[src/rtl/pipe_hazard_ctrl.sv]
// Pipeline interlock and sequencing controller for the five-stage SimpleRisc core.
// Produces PC / IF-OF / OF-EX / EX-MA load enables and bubble controls for
// load-use stalls, taken-branch squashes and multi-cycle mul/div/mod in EX,
// and keeps saturating counters of stall cycles and branch flushes.
//
// state | meaning
// ------+----------------------------------------------------------------
// IDLE  | no multi-cycle op in flight; EX is examined for a new mul/div/mod
// BUSY  | mul/div/mod holding EX; cnt counts remaining frozen cycles
module pipe_hazard_ctrl #(
    parameter int MDU_LAT = 4,
    parameter int CNT_W   = 16
) (
    input  logic             clk,
    input  logic             reset,
    input  logic [31:0]      of_instr,
    input  logic             of_valid,
    input  logic [31:0]      ex_instr,
    input  logic             ex_valid,
    input  logic             is_branch_taken,
    input  logic             ext_stall,
    output logic             pc_we,
    output logic             if_of_we,
    output logic             if_of_flush,
    output logic             of_ex_we,
    output logic             of_ex_flush,
    output logic             ex_ma_we,
    output logic             ex_ma_bubble,
    output logic             mdu_busy,
    output logic [CNT_W-1:0] stall_cycles,
    output logic [CNT_W-1:0] flush_events
);

    localparam logic [4:0] OP_MUL  = 5'd2;
    localparam logic [4:0] OP_DIV  = 5'd3;
    localparam logic [4:0] OP_MOD  = 5'd4;
    localparam logic [4:0] OP_CMP  = 5'd5;
    localparam logic [4:0] OP_NOT  = 5'd8;
    localparam logic [4:0] OP_MOV  = 5'd9;
    localparam logic [4:0] OP_ALU_LAST = 5'd12;
    localparam logic [4:0] OP_LD   = 5'd14;
    localparam logic [4:0] OP_ST   = 5'd15;
    localparam logic [4:0] OP_CALL = 5'd19;
    localparam logic [4:0] OP_RET  = 5'd20;
    localparam logic [3:0] REG_RA  = 4'd15;

    // First frozen cycle happens in IDLE, so BUSY only needs MDU_LAT-2 more
    // frozen cycles before the release cycle.
    localparam logic [3:0] CNT_LOAD = 4'(MDU_LAT - 2);

    typedef enum logic {
        IDLE = 1'b0,
        BUSY = 1'b1
    } state_t;

    state_t           state_q, state_d;
    logic [3:0]       cnt_q, cnt_d;
    logic [CNT_W-1:0] stall_cycles_q, stall_cycles_d;
    logic [CNT_W-1:0] flush_events_q, flush_events_d;

    logic [4:0] of_op, ex_op;
    logic       of_imm;
    logic [3:0] of_rd, of_rs1, of_rs2, ex_rd;
    logic       of_is_alu, ex_is_alu;
    logic       of_use_rs1, of_use_rs2, of_use_rd, of_use_ra;
    logic       ex_has_dst;
    logic [3:0] ex_dst;
    logic       ex_is_ld, ex_is_mdu;
    logic       load_use;
    logic       branch_take;

    logic pc_we_c, if_of_we_c, if_of_flush_c, of_ex_we_c, of_ex_flush_c;
    logic ex_ma_we_c, ex_ma_bubble_c, mdu_busy_c;

    logic unused_instr_bits;
    assign unused_instr_bits = ^{of_instr[13:0], ex_instr[26], ex_instr[21:0]};

    // Decode OF source registers, EX destination and the load-use match.
    always_comb begin
        of_op  = of_instr[31:27];
        of_imm = of_instr[26];
        of_rd  = of_instr[25:22];
        of_rs1 = of_instr[21:18];
        of_rs2 = of_instr[17:14];
        ex_op  = ex_instr[31:27];
        ex_rd  = ex_instr[25:22];

        of_is_alu = (of_op <= OP_ALU_LAST);
        ex_is_alu = (ex_op <= OP_ALU_LAST);

        // mov/not take their only register operand through rs2
        of_use_rs1 = (of_is_alu && (of_op != OP_MOV) && (of_op != OP_NOT))
                     || (of_op == OP_LD) || (of_op == OP_ST);
        of_use_rs2 = of_is_alu && !of_imm;
        of_use_rd  = (of_op == OP_ST);
        of_use_ra  = (of_op == OP_RET);

        ex_has_dst = (ex_is_alu && (ex_op != OP_CMP)) || (ex_op == OP_LD)
                     || (ex_op == OP_CALL);
        ex_dst     = (ex_op == OP_CALL) ? REG_RA : ex_rd;

        ex_is_ld  = (ex_op == OP_LD);
        ex_is_mdu = (ex_op == OP_MUL) || (ex_op == OP_DIV) || (ex_op == OP_MOD);

        load_use = ex_valid && of_valid && ex_is_ld && ex_has_dst &&
                   ((of_use_rs1 && (of_rs1 == ex_dst)) ||
                    (of_use_rs2 && (of_rs2 == ex_dst)) ||
                    (of_use_rd  && (of_rd  == ex_dst)) ||
                    (of_use_ra  && (REG_RA == ex_dst)));

        branch_take = ex_valid && is_branch_taken;
    end

    // Prioritised interlock decision, next state and counter updates.
    always_comb begin
        pc_we_c        = 1'b1;
        if_of_we_c     = 1'b1;
        if_of_flush_c  = 1'b0;
        of_ex_we_c     = 1'b1;
        of_ex_flush_c  = 1'b0;
        ex_ma_we_c     = 1'b1;
        ex_ma_bubble_c = 1'b0;
        mdu_busy_c     = 1'b0;
        state_d        = state_q;
        cnt_d          = cnt_q;
        flush_events_d = flush_events_q;

        if (ext_stall) begin
            pc_we_c    = 1'b0;
            if_of_we_c = 1'b0;
            of_ex_we_c = 1'b0;
            ex_ma_we_c = 1'b0;
            mdu_busy_c = (state_q == BUSY);
        end else if (state_q == BUSY) begin
            if (cnt_q != 4'd0) begin
                pc_we_c        = 1'b0;
                if_of_we_c     = 1'b0;
                of_ex_we_c     = 1'b0;
                ex_ma_bubble_c = 1'b1;
                mdu_busy_c     = 1'b1;
                cnt_d          = cnt_q - 4'd1;
            end else begin
                // release: EX/MA captures the result with default enables
                state_d = IDLE;
            end
        end else if (ex_valid && ex_is_mdu) begin
            pc_we_c        = 1'b0;
            if_of_we_c     = 1'b0;
            of_ex_we_c     = 1'b0;
            ex_ma_bubble_c = 1'b1;
            mdu_busy_c     = 1'b1;
            cnt_d          = CNT_LOAD;
            state_d        = BUSY;
        end else if (branch_take) begin
            if_of_flush_c = 1'b1;
            of_ex_flush_c = 1'b1;
            if (flush_events_q != '1) begin
                flush_events_d = flush_events_q + 1'b1;
            end
        end else if (load_use) begin
            pc_we_c       = 1'b0;
            if_of_we_c    = 1'b0;
            of_ex_flush_c = 1'b1;
        end

        stall_cycles_d = stall_cycles_q;
        if (!pc_we_c && (stall_cycles_q != '1)) begin
            stall_cycles_d = stall_cycles_q + 1'b1;
        end
    end

    // State, countdown and performance counter registers.
    always_ff @(posedge clk or posedge reset) begin
        if (reset) begin
            state_q        <= IDLE;
            cnt_q          <= 4'd0;
            stall_cycles_q <= '0;
            flush_events_q <= '0;
        end else begin
            state_q        <= state_d;
            cnt_q          <= cnt_d;
            stall_cycles_q <= stall_cycles_d;
            flush_events_q <= flush_events_d;
        end
    end

    // Controls are forced low for as long as reset is held.
    always_comb begin
        pc_we        = pc_we_c        && !reset;
        if_of_we     = if_of_we_c     && !reset;
        if_of_flush  = if_of_flush_c  && !reset;
        of_ex_we     = of_ex_we_c     && !reset;
        of_ex_flush  = of_ex_flush_c  && !reset;
        ex_ma_we     = ex_ma_we_c     && !reset;
        ex_ma_bubble = ex_ma_bubble_c && !reset;
        mdu_busy     = mdu_busy_c     && !reset;
    end

    assign stall_cycles = stall_cycles_q;
    assign flush_events = flush_events_q;

endmodule

[config.mk]
export PLATFORM = sky130hd
export DESIGN_NAME = pipe_hazard_ctrl
export DESIGN_NICKNAME = d
export VERILOG_FILES = /design/src/rtl/pipe_hazard_ctrl.sv
export SDC_FILE = /design/constraint.sdc
export NUM_CORES = 1
export LEC_CHECK = 0
export ABC_AREA = 0
export ABC_CLOCK_PERIOD_IN_PS = 3500
export CORE_MARGIN = 4
export CORE_UTILIZATION = 40
export CTS_CLUSTER_SIZE = 14
export DETAILED_ROUTE_END_ITERATION = 7
export DONT_BUFFER_PORTS = 1
export MAX_ROUTING_LAYER = met4
export PLACE_DENSITY_LB_ADDON = 0.05
export SYNTH_ARGS = -nofsm -noshare
export SYNTH_HDL_FRONTEND = slang
export SYNTH_SLANG_ARGS = --single-unit
[constraint.sdc]
create_clock -name clk -period 3.5 [get_ports clk]
set_input_delay 0.525 -clock clk [delete_from_list [all_inputs] [get_ports clk]]
set_output_delay 0.525 -clock clk [all_outputs]
set_load 0.05 [all_outputs]
==> results of run 1 <==
routing by layer:
layer	track usage [%]	up-vias
li1	-	856
met1	15.4	850
met2	25.1	77
met3	7.04	13
met4	8.02	0
met5	-	-
cells by family after synthesis:
logic type / Yosys count / share of synthesized area, %
buffers and inverters: 12 / 2.51
DFF: 37 / 41.2
xor gates and xnor gates: 35 / 13.7
and+or+nand+nor: 110 / 27.3
muxes: 4 / 2.01
AOI/OAI and AO/OA: 29 / 11.0
adders and majority gates: 4 / 2.23
cell usage in the layout (no fill, tap or decap), types with 7 or more instances in the layout:
cell / netlist / layout
dfrtp_1: 37 / 37
nand2_1: 27 / 27
xnor2_1: 22 / 22
nand4_1: 17 / 17
nor2_1: 15 / 15
xor2_1: 13 / 13
buf_4: 1 / 11
and3_1: 10 / 10
nand3_1: 8 / 8
nand2b_1: 8 / 8
inv_1: 7 / 7
clkbuf_8: 0 / 7
where the power goes:
part	leakage [nW]	total (mW)	internal [mW]	switching (mW)
clock	0.0542	0.328	0.178	0.150
combinational	0.588	0.306	0.139	0.167
sequential	0.490	0.866	0.512	0.353
layout make-up:
type                    count  area (sq um)  share of cell area [%]
flip-flops and latches     37           926                    37.1
multi-input cells         182          1260                    50.7
clock inverters             1          5.00                   0.201
clock buffers               7          96.3                    3.87
repair buffers             11          82.6                    3.31
inverters                   8          30.0                    1.20
well taps                  72          90.1                    3.61
worst max-delay path: stages:
cell	delay [ns]
or3b_1	0.36
a2111oi_0	0.60
or2_2	0.27
nand2_1	0.09
nor2_1	0.13
a21o_1	0.11
and2_1	0.13
buf_4	0.20
path summary, 6_finish.rpt:
kind / endpoint / slack (ns)
max: mdu_busy / 0.56
min: flush_events[0]$_DFFE_PP0P_ / 0.23
max reg2reg: flush_events[13]$_DFFE_PP0P_ / 1.00
min reg2reg: cnt_q[2]$_DFFE_PP0P_ / 0.59
max in group asynchronous: stall_cycles[1]$_DFFE_PP0P_ / 2.93
min in group clk: state_q$_DFF_PP0_ / 0.38
through the flow:
| stage | setup slack, ns | instances | utilization [%] | hold slack (ns) |
|---|---|---|---|---|
| after floorplan | 0.367 | 231 | - | 0.498 |
| after global placement | 0.622 | 310 | 43.7 | 0.516 |
| after detailed placement | 0.592 | 310 | 43.7 | 0.555 |
| after CTS | 0.567 | 318 | 45.5 | 0.247 |
| after global routing | 0.342 | 318 | 45.5 | 0.276 |
| final | 0.555 | 318 | 45.5 | 0.232 |
state kept, by name (all words and copies together) (netlist names):
signal,count
stall_cycles,16
flush_events,16
state_q,1
cnt_q,4
synth_stat cells, drive strengths merged, types with 4 or more instances:
master,count
a21oi,6
ha,4
inv,8
nand2,27
xnor2,22
nand3,8
mux2,4
and3,10
nor3,6
xor2,13
dfrtp,37
nor2,16
nand2b,9
nand4,17
==> results.json, run 1 <==
{
  "status": "completed",
  "path_max_fanout": 5,
  "numCtsBuffers": 5,
  "syn_area_per_cell_sq_um": 9.72,
  "syn_area_sq_um": 2240,
  "final_antenna_net_count": 0,
  "relSlewSlack_pct": 56.7,
  "synth-seq-cells": 37,
  "grt.total_usage_pct": 15.4,
  "totalPowerFinal_mw": 1.50,
  "insertion_delay_ns": 0.29,
  "cp.required_ns": 2.97,
  "die_h_um": 82.9,
  "grt_antenna_before_repair": 0,
  "hold_path.class": "in2async",
  "vias": 1796,
  "nets": 319,
  "wl_met3_um": 507,
  "leakage_nw": 1.13,
  "synthToLayoutAreaGrowth_pct": 11.0,
  "cts_resized": 0,
  "die_w_um": 82.9,
  "hold_viol_final": 0,
  "fill_cells": 551,
  "arrival_ns": 2.42,
  "h-tree-depth": 2,
  "synth_edf_count": 0,
  "wirelength_um": 5040,
  "max_freq_mhz": 340,
  "stdcell_area_sq_um": 2490,
  "gp_congestion": 0.749,
  "grt_pass1_wl_um": 8510,
  "synth_top_area_share_pct": 41.2,
  "drt_first_pass_iters": 4,
  "highest_layer": "met4",
  "path_clk_slew_ns": 0.07,
  "yosys_most_used_dff": "dfrtp_1",
  "drt-met1-wl_um": 1870,
  "hold_buffers": 0,
  "rsz0062_at_grt": "no",
  "max_cap_viol_count": 0,
  "cts_root_buffer": "clkbuf_8",
  "grt_max_degree": 39,
  "reg2reg_from": "flush_events[10]$_DFFE_PP0P_",
  "syn_inst": 231,
  "diodes": 0,
  "place.port_buffers": 0,
  "fin_crit_sh_pct": 84.1,
  "setup_viol": 0,
  "syn_nets": 305,
  "hpwl_um": 4020,
  "coreArea_sq_um": 5470,
  "synthArstFlopShare_pct": 100,
  "skew_ns": 0.00510,
  "drt_iter0_markers": 99,
  "vias_per_cell": 5.65,
  "yosysWarningCount": 0,
  "worst-r2r-cell-count": 7,
  "num_rows": 27,
  "endpoint_kind": "output pin",
  "grt_overflow": 0,
  "yosysSeqAreaShare_pct": 41.2,
  "worst_setup_path_start_kind": "input port",
  "initial_core_util_pct": 41.0,
  "die_area_sq_um": 6870,
  "drive_gt1_share_pct": 13.0,
  "wl_met2_um": 2500,
  "fin_crit_ns": 2.94,
  "cts_setup_buffers": 0,
  "worstMarginPinSlew_ns": 0.650,
  "synthDistinctLibCells": 50,
  "cts_sinks": 37,
  "pin_count": 110,
  "cts_tree": "built",
  "cp-startpoint": "ex_instr[27]",
  "grt_pass1_vias": 1847,
  "wl_per_cell_um": 15.9,
  "synth_top_area_cell": "dfrtp_1",
  "place_area_sq_um": 2390,
  "synth.area.top_cells": "dfrtp_1 (41%), xnor2_1 (8.6%), xor2_1 (5.1%)",
  "slew_viol_final": 0,
  "critPathKind": "in2out",
  "tns_ns": 0,
  "vdd_ir_drop_max_v": 0.000280,
  "drcViolationCount": 0,
  "p_per_area_nw_per_um2": 601,
  "cts_buffer_depth": 2
}
Note: power is estimated with default switching activity, not from simulation.
==> inputs of run 2 (changes only) <==
--- a/config.mk
+++ b/config.mk
@@ -6,7 +6,7 @@
 export NUM_CORES = 1
 export LEC_CHECK = 0
 export ABC_AREA = 0
-export ABC_CLOCK_PERIOD_IN_PS = 3500
+export ABC_CLOCK_PERIOD_IN_PS = 2830
 export CORE_MARGIN = 4
 export CORE_UTILIZATION = 40
 export CTS_CLUSTER_SIZE = 14
==> constraint.sdc (replaced) <==
create_clock -name clk -period 2.83 [get_ports clk]
set_input_delay 0.4245 -clock clk [delete_from_list [all_inputs] [get_ports clk]]
set_output_delay 0.4245 -clock clk [all_outputs]
set_load 0.05 [all_outputs]
==> run 2 against run 1 <==
Clock power is 46% higher. Hold slack worse by 0.091 ns. Via count is 6.4% higher. Register-to-register slack worse by 0.48 ns. Power is 35% higher. Combinational power is 130% higher. Flip-flop and latch count stayed put. Critical path type is now reg2out. Largest power group unchanged. Highest routed layer unchanged.
==> results.json, run 2 (same netlist as run 1, synthesis figures left out) <==
{
  "drt_iter0_markers": 74,
  "p_sw_share_pct": 42.2,
  "endpoint_kind": "output pin",
  "p_comb_share_pct": 35.0,
  "grt_max_degree": 38,
  "coreArea_sq_um": 5470,
  "cp.required_ns": 2.41,
  "dp_cells": 326,
  "worst_setup_path_start_kind": "flop",
  "synthToLayoutAreaGrowth_pct": 18.5,
  "wl_per_cell_um": 16.5,
  "drive_gt1_share_pct": 19.8,
  "final_cells": 334,
  "worstMarginPinSlew_ns": 0.897,
  "fill_cells": 513,
  "diodes": 0,
  "p_clk_share_pct": 23.8,
  "vias": 1911,
  "slew_viol_final": 0,
  "grt.total_usage_pct": 16.1,
  "final_common_cell": "dfrtp_1",
  "mostFrequentLayoutCells": "dfrtp_1 (37), nand2_1 (27), buf_4 (26)",
  "p_per_area_nw_per_um2": 759,
  "drt_first_pass_iters": 4,
  "grt_antenna_before_repair": 0,
  "fin_crit_sh_pct": 91.4,
  "cts_tree": "built",
  "nets": 335,
  "leakage_nw": 1.23,
  "grt_overflow": 0,
  "cts_sinks": 37,
  "hold_buffers": 0,
  "critPathKind": "reg2out",
  "wirelength_um": 5500,
  "relSlewSlack_pct": 40.0,
  "path_max_fanout": 4,
  "hold_viol_final": 0,
  "stdcell_area_sq_um": 2660,
  "cts_root_buffer": "clkbuf_8",
  "skew_ns": 0.00727,
  "busiest_layer": "met2",
  "switchingPower_uw": 852,
  "grt.met3_usage_pct": 4.96,
  "place_area_sq_um": 2530,
  "initial_core_util_pct": 41.0,
  "hpwl_um": 4320,
  "reg2reg_from": "stall_cycles[8]$_DFFE_PP0P_",
  "drcViolationCount": 0,
  "arrival_ns": 2.16,
  "intPower_mw": 1.17,
  "die_area_sq_um": 6870,
  "cp-startpoint": "cnt_q[0]$_DFFE_PP0P_",
  "multi_input_area_sq_um": 1280,
  "cts_buffer_depth": 2,
  "grtUsageMet2_pct": 28.3,
  "vias_per_cell": 5.72,
  "path_clk_slew_ns": 0.07,
  "gr-usage-met1_pct": 17.3,
  "dp_worst_setup_slack_ns": 0.127,
  "final_antenna_net_count": 0,
  "regArea_sq_um": 926,
  "totalPowerFinal_mw": 2.02,
  "setup_viol": 0,
  "max_cap_viol_count": 0,
  "die_h_um": 82.9,
  "insertion_delay_ns": 0.29,
  "grt_pass1_vias": 1930,
  "share_seq_of_total_power_pct": 41.3,
  "pin_count": 110,
  "max_freq_mhz": 387,
  "worst_slack_ns": 0.244,
  "rsz0062_at_grt": "no",
  "hold_path.class": "in2async",
  "place.port_buffers": 0,
  "fin_crit_ns": 2.59,
  "vdd_ir_drop_max_v": 0.000323,
  "h-tree-depth": 2,
  "tns_ns": 0,
  "die_w_um": 82.9,
  "num_rows": 27,
  "numCtsBuffers": 5,
  "grt_pass1_wl_um": 9090,
  "status": "completed",
  "gp_congestion": 0.768
}
## run 2: per-stage QoR
stage / hold slack, ns / util, %
finish: 0.142 / 48.6
global route: 0.196 / 48.6
CTS: 0.168 / 48.5
detailed placement: 0.478 / 46.3
global placement: 0.468 / 46.3
floorplan: 0.498 / -
## run 2: worst max-delay path, cell delays in order (launching register included)
cell,delay (ns)
dfrtp_1,0.38
inv_1,0.12
ha_1,0.15
or4bb_1,0.51
nand2_1,0.15
nor2_1,0.07
a21o_1,0.16
and2_1,0.19
buf_12,0.15
## run 2: final timing paths
kind | end | slack, ns | depth (start not counted)
max | mdu_busy | 0.24 | 8
min | state_q$_DFF_PP0_ | 0.14 | 2
max reg2reg | stall_cycles[1]$_DFFE_PP0P_ | 0.52 | 6
min reg2reg | cnt_q[3]$_DFFE_PP0P_ | 0.54 | 2
max in group asynchronous | stall_cycles[14]$_DFFE_PP0P_ | 2.34 | 2
min in group clk | state_q$_DFF_PP0_ | 0.28 | 1
## run 2: metal layers
metal | part of all wire [%] | wire length (um)
met2 | 51 | 2820
met5 | 0 | 0
met3 | 8.5 | 469
met4 | 1.2 | 65
met1 | 39 | 2150
## run 2: what timing repair did
action,4_1_cts,5_1_grt
buffers inserted,0,0
gates resized for setup,0,2
setup endpoints to repair,0,3
## run 2: final cells by class
type,count,share of cell area [%]
Multi-Input combinational cell,182,48.0
Timing Repair Buffer,27,8.09
Clock buffer,6,3.11
Clock inverter,2,1.41
Inverter,8,1.13
Tap cell,72,3.39
Sequential cell,37,34.8
## run 2: power groups by stage
| stage | Sequential (mW) | Clock (mW) | Combinational (mW) |
|---|---|---|---|
| finish | 0.833 | 0.480 | 0.706 |
| global route | 0.849 | 0.512 | 0.762 |
| CTS | 0.836 | 0.494 | 0.716 |
| detailed placement | 0.847 | 0 | 0.714 |
| global placement | 0.835 | 0 | 0.692 |
| floorplan | 1.05 | 0 | 0.305 |
==> inputs of run 3 (changes only) <==
--- a/config.mk
+++ b/config.mk
@@ -9,9 +9,10 @@
 export ABC_CLOCK_PERIOD_IN_PS = 2830
 export CORE_MARGIN = 4
 export CORE_UTILIZATION = 40
-export CTS_CLUSTER_SIZE = 14
+export CTS_CLUSTER_SIZE = 24
 export DETAILED_ROUTE_END_ITERATION = 7
 export DONT_BUFFER_PORTS = 1
+export HOLD_SLACK_MARGIN = 0.12
 export MAX_ROUTING_LAYER = met4
 export PLACE_DENSITY_LB_ADDON = 0.05
 export SYNTH_ARGS = -nofsm -noshare
==> results of run 3 <==
The final DEF is identical to that of run 2; final timing and power are the same.
==> edit 1 (settings of run 2) <==
The parameter `CNT_W` goes from 16 to 18.
--- a/src/rtl/pipe_hazard_ctrl.sv
+++ b/src/rtl/pipe_hazard_ctrl.sv
@@ -9,7 +9,7 @@
 // BUSY  | mul/div/mod holding EX; cnt counts remaining frozen cycles
 module pipe_hazard_ctrl #(
     parameter int MDU_LAT = 4,
-    parameter int CNT_W   = 16
+    parameter int CNT_W   = 18
 ) (
     input  logic             clk,
     input  logic             reset,
Ports: changed (resized flush_events and stall_cycles); port bits go from 110 to 114. The function was not compared with the original's and may differ.
==> edit 1 against run 2 <==
- final area grew 12%
- sequential cell count rose by 4
- wire length increased by 6.2%
- total power is 2.5% higher
- die area is 16% higher
- combinational power grew 28%
- area after synthesis is 17% higher
- critical path type unchanged
- via count grew 5.6%
- hold slack better by 0.018 ns
- setup slack improved by 0.11 ns
- clock power is 27% lower
- largest cell class unchanged
- maximum frequency grew 4.5%
- sequential power fell by 2%
- largest power group is now combinational logic
==> edit 1: results (changes against run 2) <==
- Run status: completed (unchanged)
* Compound-cell area share of the yosys netlist: 0.0951 (was 0.110)
* Endpoint arrival time on the critical path: 2.05 ns (was 2.16 ns)
* Fraction of final layout cells sized beyond drive strength 1: 0.199 (was 0.198)
- Number of distinct library cells after synthesis: 60 (was 50)
- Wire length of the first global-routing pass: 9580 µm (was 9090 µm)
* Reg-to-reg startpoint: cnt_q[0]$_DFFE_PP0P_ (was stall_cycles[8]$_DFFE_PP0P_)
* Sequential area share after synthesis: 0.390 (was 0.412)
* Overall global routing resource usage: 0.157 (was 0.161)
- The largest net degree at the start of global routing is 42 (was 38).
* Aggregate routed wire length: 5840 µm (was 5500 µm)
- Ranking of synthesized cells by instance count: 41 x sky130_fd_sc_hd__dfrtp_1, 38 x sky130_fd_sc_hd__nor2_1, 27 x sky130_fd_sc_hd__xor2_1, 22 x sky130_fd_sc_hd__nand2_1, 18 x sky130_fd_sc_hd__nand3_1 (was 37 x sky130_fd_sc_hd__dfrtp_1, 27 x sky130_fd_sc_hd__nand2_1, 22 x sky130_fd_sc_hd__xnor2_1, 17 x sky130_fd_sc_hd__nand4_1, 15 x sky130_fd_sc_hd__nor2_1)
- The setup skew after layout was 0.00220 ns (was 0.00727 ns).
- Cell types with the largest area share after synthesis: sky130_fd_sc_hd__dfrtp_1 39%, sky130_fd_sc_hd__xor2_1 9.0%, sky130_fd_sc_hd__nor2_1 5.4% (was sky130_fd_sc_hd__dfrtp_1 41%, sky130_fd_sc_hd__xnor2_1 8.6%, sky130_fd_sc_hd__xor2_1 5.1%)
- Reg2Reg Setup Slack: 0.73 ns (was 0.52 ns)
* Count of routing violations after the opening detailed-route iteration: 38 (was 74)
* Post-DP Area: 2900 µm² (was 2530 µm²)
- The adder-cell share of the synthesized area was 0.0190 (was 0.0223).
* Layout filler cell count: 630 (was 513)
- DR vias: 2,018 (was 1,911)
- Worst ir drop on vdd: 0.413 mV (was 0.323 mV)
- The leakage component of the power is 0.00140 µW (was 0.00123 µW).
- Crit path capture: pc_we (was mdu_busy)
- Post-synthesis mux area share: 0.0128 (was 0.0201)
- The number of cells on the worst reg-to-reg path was 8 (was 6).
- The worst max-slew margin expressed relative to the limit is 0.606 (was 0.400).
edit 1: layout make-up:
class	count	area (µm²)	area share
clock buffers	5	68.8	0.0231
clock inverters	1	5.00	0.00168
repair buffers	26	208	0.0699
multi-input cells	218	1530	0.514
inverters	11	41.3	0.0139
flip-flops and latches	41	1030	0.345
well taps	77	96.3	0.0324
edit 1: stage by stage:
step	cells	utilization	setup slack, ns
5_1_grt	379	0.466	0.158
3_3_place_gp	373	0.454	0.392
4_1_cts	379	0.466	0.311
2_1_floorplan	277	-	0.0553
6_report	379	0.466	0.355
3_5_place_dp	373	0.454	0.347
edit 1: worst min path at each step:
| stage | startpoint | endpoint | slack (ns) | depth (start not counted) |
|---|---|---|---|---|
| floorplan | cnt_q[3]$_DFFE_PP0P_ | cnt_q[3]$_DFFE_PP0P_ | 0.50 | 1 |
| global route | reset | cnt_q[3]$_DFFE_PP0P_ | 0.20 | 2 |
| CTS | reset | cnt_q[3]$_DFFE_PP0P_ | 0.17 | 2 |
| finish | reset | cnt_q[3]$_DFFE_PP0P_ | 0.16 | 2 |
| global placement | reset | flush_events[2]$_DFFE_PP0P_ | 0.49 | 2 |
| detailed placement | reset | cnt_q[2]$_DFFE_PP0P_ | 0.49 | 2 |
edit 1: kinds of logic after synthesis:
family          Yosys count
simple gates            139
flops                    41
xor+xnor                 39
compound gates           33
buf+inv                  18
fa+ha+maj                 4
mux                       3
edit 1: where the power goes:
| part | leakage (µW) | total (µW) | switching [µW] | internal (µW) |
|---|---|---|---|---|
| clock network | 0.0000399 | 350 | 187 | 162 |
| registers | 0.000528 | 819 | 127 | 692 |
| logic | 0.000834 | 902 | 614 | 288 |
edit 1: critical path: stages (launching register included):
cell,delay [ns]
sky130_fd_sc_hd__dfrtp_1,0.38
sky130_fd_sc_hd__inv_1,0.11
sky130_fd_sc_hd__ha_1,0.18
sky130_fd_sc_hd__a21oi_1,0.11
sky130_fd_sc_hd__nor3_2,0.26
sky130_fd_sc_hd__nand2_1,0.08
sky130_fd_sc_hd__nand4b_4,0.24
sky130_fd_sc_hd__a21oi_2,0.21
sky130_fd_sc_hd__buf_12,0.19
edit 1: per-layer routing:
layer | up-vias | global-route usage | share of wire | routed length [µm]
met5 | - | - | 0 | 0
met4 | 0 | 0.0325 | 0.0033 | 19
met3 | 2 | 0.0525 | 0.081 | 471
met2 | 46 | 0.242 | 0.46 | 2710
met1 | 943 | 0.200 | 0.45 | 2640
li1 | 1027 | - | - | -
==> edit 2 (settings of run 2) <==
Without the edit above. Make the reset (`reset`) synchronous in one clocked block.
--- a/src/rtl/pipe_hazard_ctrl.sv
+++ b/src/rtl/pipe_hazard_ctrl.sv
@@ -170,7 +170,7 @@
     end
 
     // State, countdown and performance counter registers.
-    always_ff @(posedge clk or posedge reset) begin
+    always_ff @(posedge clk) begin
         if (reset) begin
             state_q        <= IDLE;
             cnt_q          <= 4'd0;
Formal check against the unedited RTL: differs if reset is asserted again (counterexample within 4 cycles, from zero or initial values and one cycle with reset high); with reset held inactive, the same outputs for 10 cycles.
==> edit 2 against run 2 <==
- final area up 4.5%
- setup slack worse by 0.11 ns
- area after synthesis up 1.4%
- wire length up 2.9%
- die area up 1.3%
- largest cell class unchanged
- clock skew down 0.0058 ns
- sequential cell count unchanged
Power is not compared: it rests on default switching activity, and its combinational part moved more than twofold at a synthesized area within 25%.
==> edit 2: results (changes against run 2) <==
- The mean routed wirelength per cell came to 14.1 µm (was 16.5 µm).
- Most used DFF post-synth: sky130_fd_sc_hd__dfxtp_1 (was sky130_fd_sc_hd__dfrtp_1)
* Instance count after placement with tap cells included: 392 (was 326)
- Cell types with the largest area share after synthesis: sky130_fd_sc_hd__dfxtp_1 33%, sky130_fd_sc_hd__xor2_1 6.9%, sky130_fd_sc_hd__nor2_1 6.6% (was sky130_fd_sc_hd__dfrtp_1 41%, sky130_fd_sc_hd__xnor2_1 8.6%, sky130_fd_sc_hd__xor2_1 5.1%)
- Max Clock Skew: 0.00146 ns (was 0.00727 ns)
- Total length of routed met2 wires: 2500 µm (was 2820 µm)
- Post-placement worst setup slack: 0.0340 ns (was 0.127 ns)
* Final weighted congestion in routability-driven placement: 0.739 (was 0.768)
* Ranking of synthesized cells by instance count: 40 x sky130_fd_sc_hd__nor2_1, 37 x sky130_fd_sc_hd__dfxtp_1, 27 x sky130_fd_sc_hd__nand2_1, 18 x sky130_fd_sc_hd__xor2_1, 17 x sky130_fd_sc_hd__nand3_1 (was 37 x sky130_fd_sc_hd__dfrtp_1, 27 x sky130_fd_sc_hd__nand2_1, 22 x sky130_fd_sc_hd__xnor2_1, 17 x sky130_fd_sc_hd__nand4_1, 15 x sky130_fd_sc_hd__nor2_1)
- The data arrival time of the critical path came to 2.27 ns (was 2.16 ns).
- Placed wire-length estimate after detailed placement: 4200 µm (was 4320 µm)
* Sequential Area: 741 µm² (was 926 µm²)
- The global-route wire length before repair was 9400 µm (was 9090 µm).
* Area taken by multi-input logic gates: 1480 µm² (was 1280 µm²)
* Number of signal-net buffers in the layout: 41 (was 27)
* Wire length the detailed router placed on met1: 2690 µm (was 2150 µm)
- Run status: completed (unchanged)
- Worst slew margin: 0.585 (was 0.400)
- The relative area of non-clock buffer cells in the final design is 0.120 (was 0.0809).
* Layout filler cell count: 566 (was 513)
- Total met3 wirelength after detailed routing: 395 µm (was 469 µm)
- Number of distinct library cells after synthesis: 53 (was 50)
- Synthesized Nets: 364 (was 305)
* Hold/Removal Path Class: primary input to register (was primary input to async pin)
* Met1 usage: 0.214 (was 0.173)
- Mean post-synth cell area: 7.85 µm² (was 9.72 µm²)
-- edit 2: per-stage QoR --
stage	area, µm²	utilization
floorplan	2310	-
global placement	2680	0.486
detailed placement	2680	0.486
CTS	2760	0.501
global route	2780	0.505
finish	2780	0.505
-- edit 2: power by group --
group	switching, µW	internal, µW
combinational	84.7	53.2
sequential	4.66	526
clock	196	170
total	285	749
-- edit 2: path summary, 6_finish.rpt --
kind / from / cells past startpoint / to / slack, ns
worst max-delay path: ex_instr[27] / 8 / of_ex_flush / 0.13
worst min register to register: stall_cycles[1]$_SDFFE_PP0P_ / 2 / stall_cycles[1]$_SDFFE_PP0P_ / 0.50
worst min-delay path: reset / 1 / stall_cycles[5]$_SDFFE_PP0P_ / 0.20
worst max register to register: stall_cycles[11]$_SDFFE_PP0P_ / 6 / stall_cycles[1]$_SDFFE_PP0P_ / 0.63
-- edit 2: kinds of logic after synthesis --
group,Yosys count
simple gates,140
xor+xnor,22
compound gates,60
flops,37
fa+ha+maj,4
buf+inv,23
mux,4
